$ cat src/rtl/alu_cmd_master.sv
// UART command master: sends operand A, operand B and the opcode, then waits for one result byte.
// Optional response timeout is compiled in with the ALU_CMD_TIMEOUT_EN macro.
module alu_cmd_master #(
  parameter int DATA_BITS      = 8,
  parameter int OPCODE_BITS    = 6,
  parameter int TIMEOUT_CYCLES = 50000
) (
  input  logic                   i_clk,
  input  logic                   i_reset,
  input  logic                   i_start,
  input  logic [DATA_BITS-1:0]   i_op_a,
  input  logic [DATA_BITS-1:0]   i_op_b,
  input  logic [OPCODE_BITS-1:0] i_op_code,
  input  logic                   i_tx_full,
  input  logic                   i_rx_empty,
  input  logic [DATA_BITS-1:0]   i_r_data,
  output logic                   o_wr_uart,
  output logic [DATA_BITS-1:0]   o_w_data,
  output logic                   o_rd_uart,
  output logic                   o_busy,
  output logic                   o_done,
  output logic [DATA_BITS-1:0]   o_result,
  output logic                   o_timeout
);

  if (OPCODE_BITS > DATA_BITS || TIMEOUT_CYCLES < 1 || TIMEOUT_CYCLES > 65535) begin : g_bad_cfg
    $error("alu_cmd_master: illegal parameter combination");
  end

  // IDLE: flush RX / accept start; SEND_*: push one byte each; WAIT_RES: pop result; DONE: 1-cycle pulse
  typedef enum logic [2:0] {
    IDLE     = 3'd0,
    SEND_A   = 3'd1,
    SEND_B   = 3'd2,
    SEND_OP  = 3'd3,
    WAIT_RES = 3'd4,
    DONE     = 3'd5
  } state_e;

  state_e                 state_q, state_d;
  logic [DATA_BITS-1:0]   op_a_q, op_a_d;
  logic [DATA_BITS-1:0]   op_b_q, op_b_d;
  logic [OPCODE_BITS-1:0] op_code_q, op_code_d;
  logic [DATA_BITS-1:0]   result_q, result_d;
  logic                   wr_uart;
  logic                   rd_uart;
  logic [DATA_BITS-1:0]   w_data;
  logic                   timeout_hit;

`ifdef ALU_CMD_TIMEOUT_EN
  localparam logic [15:0] TMO_LIMIT = 16'(TIMEOUT_CYCLES);

  logic [15:0] tmo_cnt_q, tmo_cnt_d;

  // A result byte arriving on the limit cycle wins over the timeout.
  assign timeout_hit = (state_q == WAIT_RES) && i_rx_empty && (tmo_cnt_q == TMO_LIMIT);

  always_comb begin
    tmo_cnt_d = tmo_cnt_q;
    if (state_q == SEND_OP && wr_uart) begin
      tmo_cnt_d = '0;
    end else if (state_q == WAIT_RES && i_rx_empty && !timeout_hit) begin
      tmo_cnt_d = tmo_cnt_q + 16'd1;
    end
  end

  always_ff @(posedge i_clk or posedge i_reset) begin
    if (i_reset) begin
      tmo_cnt_q <= '0;
    end else begin
      tmo_cnt_q <= tmo_cnt_d;
    end
  end
`else
  assign timeout_hit = 1'b0;
`endif

  always_comb begin
    state_d   = state_q;
    op_a_d    = op_a_q;
    op_b_d    = op_b_q;
    op_code_d = op_code_q;
    result_d  = result_q;
    wr_uart   = 1'b0;
    rd_uart   = 1'b0;
    w_data    = '0;
    case (state_q)
      IDLE: begin
        if (!i_rx_empty) begin
          rd_uart = 1'b1;
        end else if (i_start) begin
          op_a_d    = i_op_a;
          op_b_d    = i_op_b;
          op_code_d = i_op_code;
          state_d   = SEND_A;
        end
      end
      SEND_A: begin
        w_data  = op_a_q;
        wr_uart = !i_tx_full;
        if (wr_uart) state_d = SEND_B;
      end
      SEND_B: begin
        w_data  = op_b_q;
        wr_uart = !i_tx_full;
        if (wr_uart) state_d = SEND_OP;
      end
      SEND_OP: begin
        w_data  = DATA_BITS'(op_code_q);
        wr_uart = !i_tx_full;
        if (wr_uart) state_d = WAIT_RES;
      end
      WAIT_RES: begin
        if (!i_rx_empty) begin
          rd_uart  = 1'b1;
          result_d = i_r_data;
          state_d  = DONE;
        end else if (timeout_hit) begin
          state_d = IDLE;
        end
      end
      DONE: begin
        state_d = IDLE;
      end
      default: begin
        state_d = IDLE;
      end
    endcase
  end

  always_ff @(posedge i_clk or posedge i_reset) begin
    if (i_reset) begin
      state_q   <= IDLE;
      op_a_q    <= '0;
      op_b_q    <= '0;
      op_code_q <= '0;
      result_q  <= '0;
    end else begin
      state_q   <= state_d;
      op_a_q    <= op_a_d;
      op_b_q    <= op_b_d;
      op_code_q <= op_code_d;
      result_q  <= result_d;
    end
  end

  // Reset holds the FSM in IDLE, where a non-empty RX would otherwise request a pop.
  assign o_rd_uart = rd_uart & ~i_reset;
  assign o_wr_uart = wr_uart & ~i_reset;
  assign o_w_data  = w_data;
  assign o_busy    = (state_q != IDLE);
  assign o_done    = (state_q == DONE);
  assign o_result  = result_q;
  assign o_timeout = timeout_hit & ~i_reset;

endmodule

$ cat config.mk
export PLATFORM = sky130hd
export DESIGN_NAME = alu_cmd_master
export DESIGN_NICKNAME = d
export VERILOG_FILES = /design/src/rtl/alu_cmd_master.sv
export SDC_FILE = /design/constraint.sdc
export NUM_CORES = 1
export LEC_CHECK = 0
export ABC_AREA = 1
export BUFFER_PORTS_ARGS = -buffer_cell sky130_fd_sc_hd__buf_2
export CAP_MARGIN = 20
export CORE_MARGIN = 1
export CORE_UTILIZATION = 53
export CTS_BUF_LIST = sky130_fd_sc_hd__clkbuf_8 sky130_fd_sc_hd__clkbuf_16
export DETAILED_ROUTE_END_ITERATION = 8
export PLACE_DENSITY = 0.93
export SLEW_MARGIN = 20
export SYNTH_ARGS = -nofsm -noshare
export SYNTH_HDL_FRONTEND = slang
export SYNTH_SLANG_ARGS = --single-unit
$ cat constraint.sdc
create_clock -name i_clk -period 2.7 [get_ports i_clk]
set_input_delay 0.135 -clock i_clk [delete_from_list [all_inputs] [get_ports i_clk]]
set_output_delay 0.135 -clock i_clk [all_outputs]
set_load 0.05 [all_outputs]
==> run summary <==
The placed instances occupy a cell area of 1950 um^2. For this run, the register share of the synthesized area comes to 49.3%. The clock-pin slew reported for the worst setup and hold paths after clock tree synthesis came out at 0.07 ns. The clock passes through at most 2 buffers.

Counting flops with an async set or reset pin after synthesis yields a share of 100%. Of the available clock period, the critical path in the final layout requires 78.0%. Between clock sinks in the finished design, the worst skew comes to 0.00358 ns. Setup violations remaining at the end of the flow were counted as 0. The highest clock rate is 475 MHz. The worst setup path is launched from a register. During placement, the flow inserted port buffers numbering 54. The number of distinct library cells after synthesis is 21, and the count of maximum capacitance violations is 0. Entering global routing, the biggest net connects 45 pins. The tools report the global-route total usage across every layer as 22.5%.

The number of top-level design ports is 56, and the worst IR drop on VDD is 0.000671 V. Commonest register cell after synthesis: sky130_fd_sc_hd__dfrtp_1. From bottom edge to top edge, the die measures 58.2 um. The synthesized design contains 0 enable-type register cells. The commonest cells after synthesis are 70 x sky130_fd_sc_hd__nand2_1, 33 x sky130_fd_sc_hd__dfrtp_1, 28 x sky130_fd_sc_hd__inv_1. In the post-synthesis netlist, the cell with the most instances is sky130_fd_sc_hd__nand2_1.

The run gives 3340 um as the post-detailed-routing wire length. In this run the worst path has a maximum fanout of 16. The area growth from synthesis to layout is 22.2%.

The tools report the final number of max-transition violations as 0. Detailed routing inserted a total of 1,426 vias. The flow ran to the end, and the final reports show no timing, DRC or antenna violations. For this configuration, the core starts out at a cell density of 55.4%. The power density of the placed cells is 1310 nW/um^2. The mapped netlist covers 1680 um^2.

The logs give 2400 um for the sum of net half-perimeters after detailed placement and 287 for the count of nets after finishing. The clock root buffer was sky130_fd_sc_hd__clkbuf_8. The area of the die is 3390 um^2, and the first-pass GRT wire length is 5530 um.

In the routed design, unresolved DRC markers number 0. The clock net in this run drives a total of 33 sinks. The final period demand of the worst path came out at 2.11 ns.

Dividing the detail-routed wire length by the instance count gives 11.3 um. The count of final hold-check violations was 0. The total of cells resized after clock tree synthesis is 0. Clock latency on the worst-skew pair, taken at its later pin, is 0.29 ns.

Setup repair after global routing left no endpoint under its margin. Synthesis produced a netlist with a net count of 232. STA classifies the critical path endpoint as an output pin. Summed over all cells, the static leakage comes to 1.18 nW. At the pin with the least slew margin, the transition time is 0.881 ns. TritonCTS built the clock tree. Critical path start-end classification: reg2out.

The layout has 269 filler cells. The number of global-route vias before repair is 1,356. The floorplan step defined a core boundary enclosing 3030 um^2. During synthesis, Yosys emitted a total of 0 warnings. The final design instance area without fill was 2050 um^2.

The initial detailed-routing violation count was 51. Summed over all layers, the global routing overflow is 0. The tools report the CTS buffer count as 5. The synthesized design spends more area on one cell type than any other, namely sky130_fd_sc_hd__dfrtp_1. The count of state elements after synthesis was 33.

The class of the worst hold path is in2async. The run gives 1.97 ns as the arrival time of the worst setup path. Die span in x: 58.2 um. The synthesized netlist cell count is 197. The top cell type's share of synthesized area works out to 49.3%.

The floorplan has 20 rows. Fraction of final layout cells with drive strength greater than 1: 36.8%. The post-CTS setup-driven buffer insertion count was 0. The endpoint required time on the critical path is 2.57 ns. Routability-driven placement finished with a final weighted congestion of 0.781. The tools report the antenna diode instance count as 0.

Sorting the synthesized cells by area gives the leading types as sky130_fd_sc_hd__dfrtp_1 49%, sky130_fd_sc_hd__nand2_1 16%, sky130_fd_sc_hd__o21ai_2 11%. Worst max-slew margin expressed relative to the limit: 41.2%. The tools report the first-pass iteration count of the detailed router as 4. Dividing the detail-routed via count by the number of cells gives 4.80. For the number of hold buffers added after cts, the log shows 0. Setup total negative slack on the finished layout was measured at 0 ns. The tools report the number of H-tree branching levels as 2.

The logs give 0 for the initial antenna violation count and 0 for the number of nets with antenna violations after routing. The synthesized area per cell is 8.51 um^2.
worst paths after layout:
kind	start	to	slack, ns	depth (start not counted)
max in group asynchronous	i_reset	op_a_q[3]	1.98	3
worst min-delay path	i_reset	o_result[5]	0.04	2
worst max-delay path	state_q[2]	o_w_data[4]	0.59	6
worst max register to register	state_q[2]	op_b_q[4]	0.92	4
worst min register to register	o_result[7]	o_result[7]	0.47	2
min in group i_clk	i_op_b[2]	op_b_q[2]	0.08	3
final cells by class:
| type | count | area [um^2] | share of cell area [%] |
|---|---|---|---|
| clock buffers | 7 | 96.3 | 4.70 |
| clock inverters | 1 | 5.00 | 0.244 |
| inverters | 30 | 113 | 5.50 |
| multi-input cells | 127 | 676 | 33.0 |
| flip-flops and latches | 33 | 826 | 40.3 |
| well taps | 44 | 55.1 | 2.69 |
| repair buffers | 55 | 278 | 13.6 |
power breakdown:
| group | total (W) | leakage, nW | switching [W] | internal (W) |
|---|---|---|---|---|
| Sequential | 0.000889 | 0.414 | 0.000169 | 0.000720 |
| Combinational | 0.00138 | 0.716 | 0.00102 | 0.000366 |
| Clock | 0.000416 | 0.0542 | 0.000186 | 0.000230 |
stage by stage:
step           util (%)  total power [W]  setup WS, ns  cells  hold WS [ns]
2_1_floorplan         -          0.00200         0.278    197         0.264
6_report           67.6          0.00269         0.594    297        0.0416
5_1_grt            67.6          0.00286         0.492    297        0.0776
3_3_place_gp       64.3          0.00224          1.01    289         0.363
3_5_place_dp       64.3          0.00228         0.923    289         0.377
4_1_cts            67.6          0.00271         0.594    297        0.0636
state kept, by name, indices dropped and copies added (netlist names):
| register | count |
|---|---|
| o_result | 8 |
| op_a_q | 8 |
| op_b_q | 8 |
| op_code_q | 6 |
| state_q | 3 |
cells by family (layout without fill, tap and decap cells):
logic type / count (synthesis) / after routing / share of synthesized area, %
and+or+nand+nor: 102 / 102 / 28.0
buffers and inverters: 37 / 93 / 10.4
DFF: 33 / 33 / 49.3
AOI/OAI and AO/OA: 24 / 24 / 12.1
other: 1 / 1 / 0.224
placed cells by master (no fill, tap or decap), types with 2 or more instances in the layout:
cell type                  count
sky130_fd_sc_hd__a21oi_1       2
sky130_fd_sc_hd__inv_1        28
sky130_fd_sc_hd__nand2_4       2
sky130_fd_sc_hd__buf_2        54
sky130_fd_sc_hd__dfrtp_1      33
sky130_fd_sc_hd__nand3_1      20
sky130_fd_sc_hd__inv_2         2
sky130_fd_sc_hd__nor3_1        2
sky130_fd_sc_hd__nand4_1       2
sky130_fd_sc_hd__clkbuf_8      7
sky130_fd_sc_hd__nand2_1      70
sky130_fd_sc_hd__o21ai_2      22
critical path, stage by stage, from the launching register on:
cell and delay (ns):
sky130_fd_sc_hd__dfrtp_1 0.61, sky130_fd_sc_hd__inv_1 0.23, sky130_fd_sc_hd__nand3_1 0.11, sky130_fd_sc_hd__inv_1 0.25, sky130_fd_sc_hd__nand2_1 0.10, sky130_fd_sc_hd__nand3_1 0.11, sky130_fd_sc_hd__buf_2 0.26
layer usage:
metal,vias to the layer above,global-route usage (%),share of wire [%]
met5,-,0,0
met4,0,14.6,3.3
met3,11,5.58,5.6
met2,55,37.8,49
met1,642,25.6,42
li1,718,-,-
No activity file was read; power rests on OpenSTA's default activity.
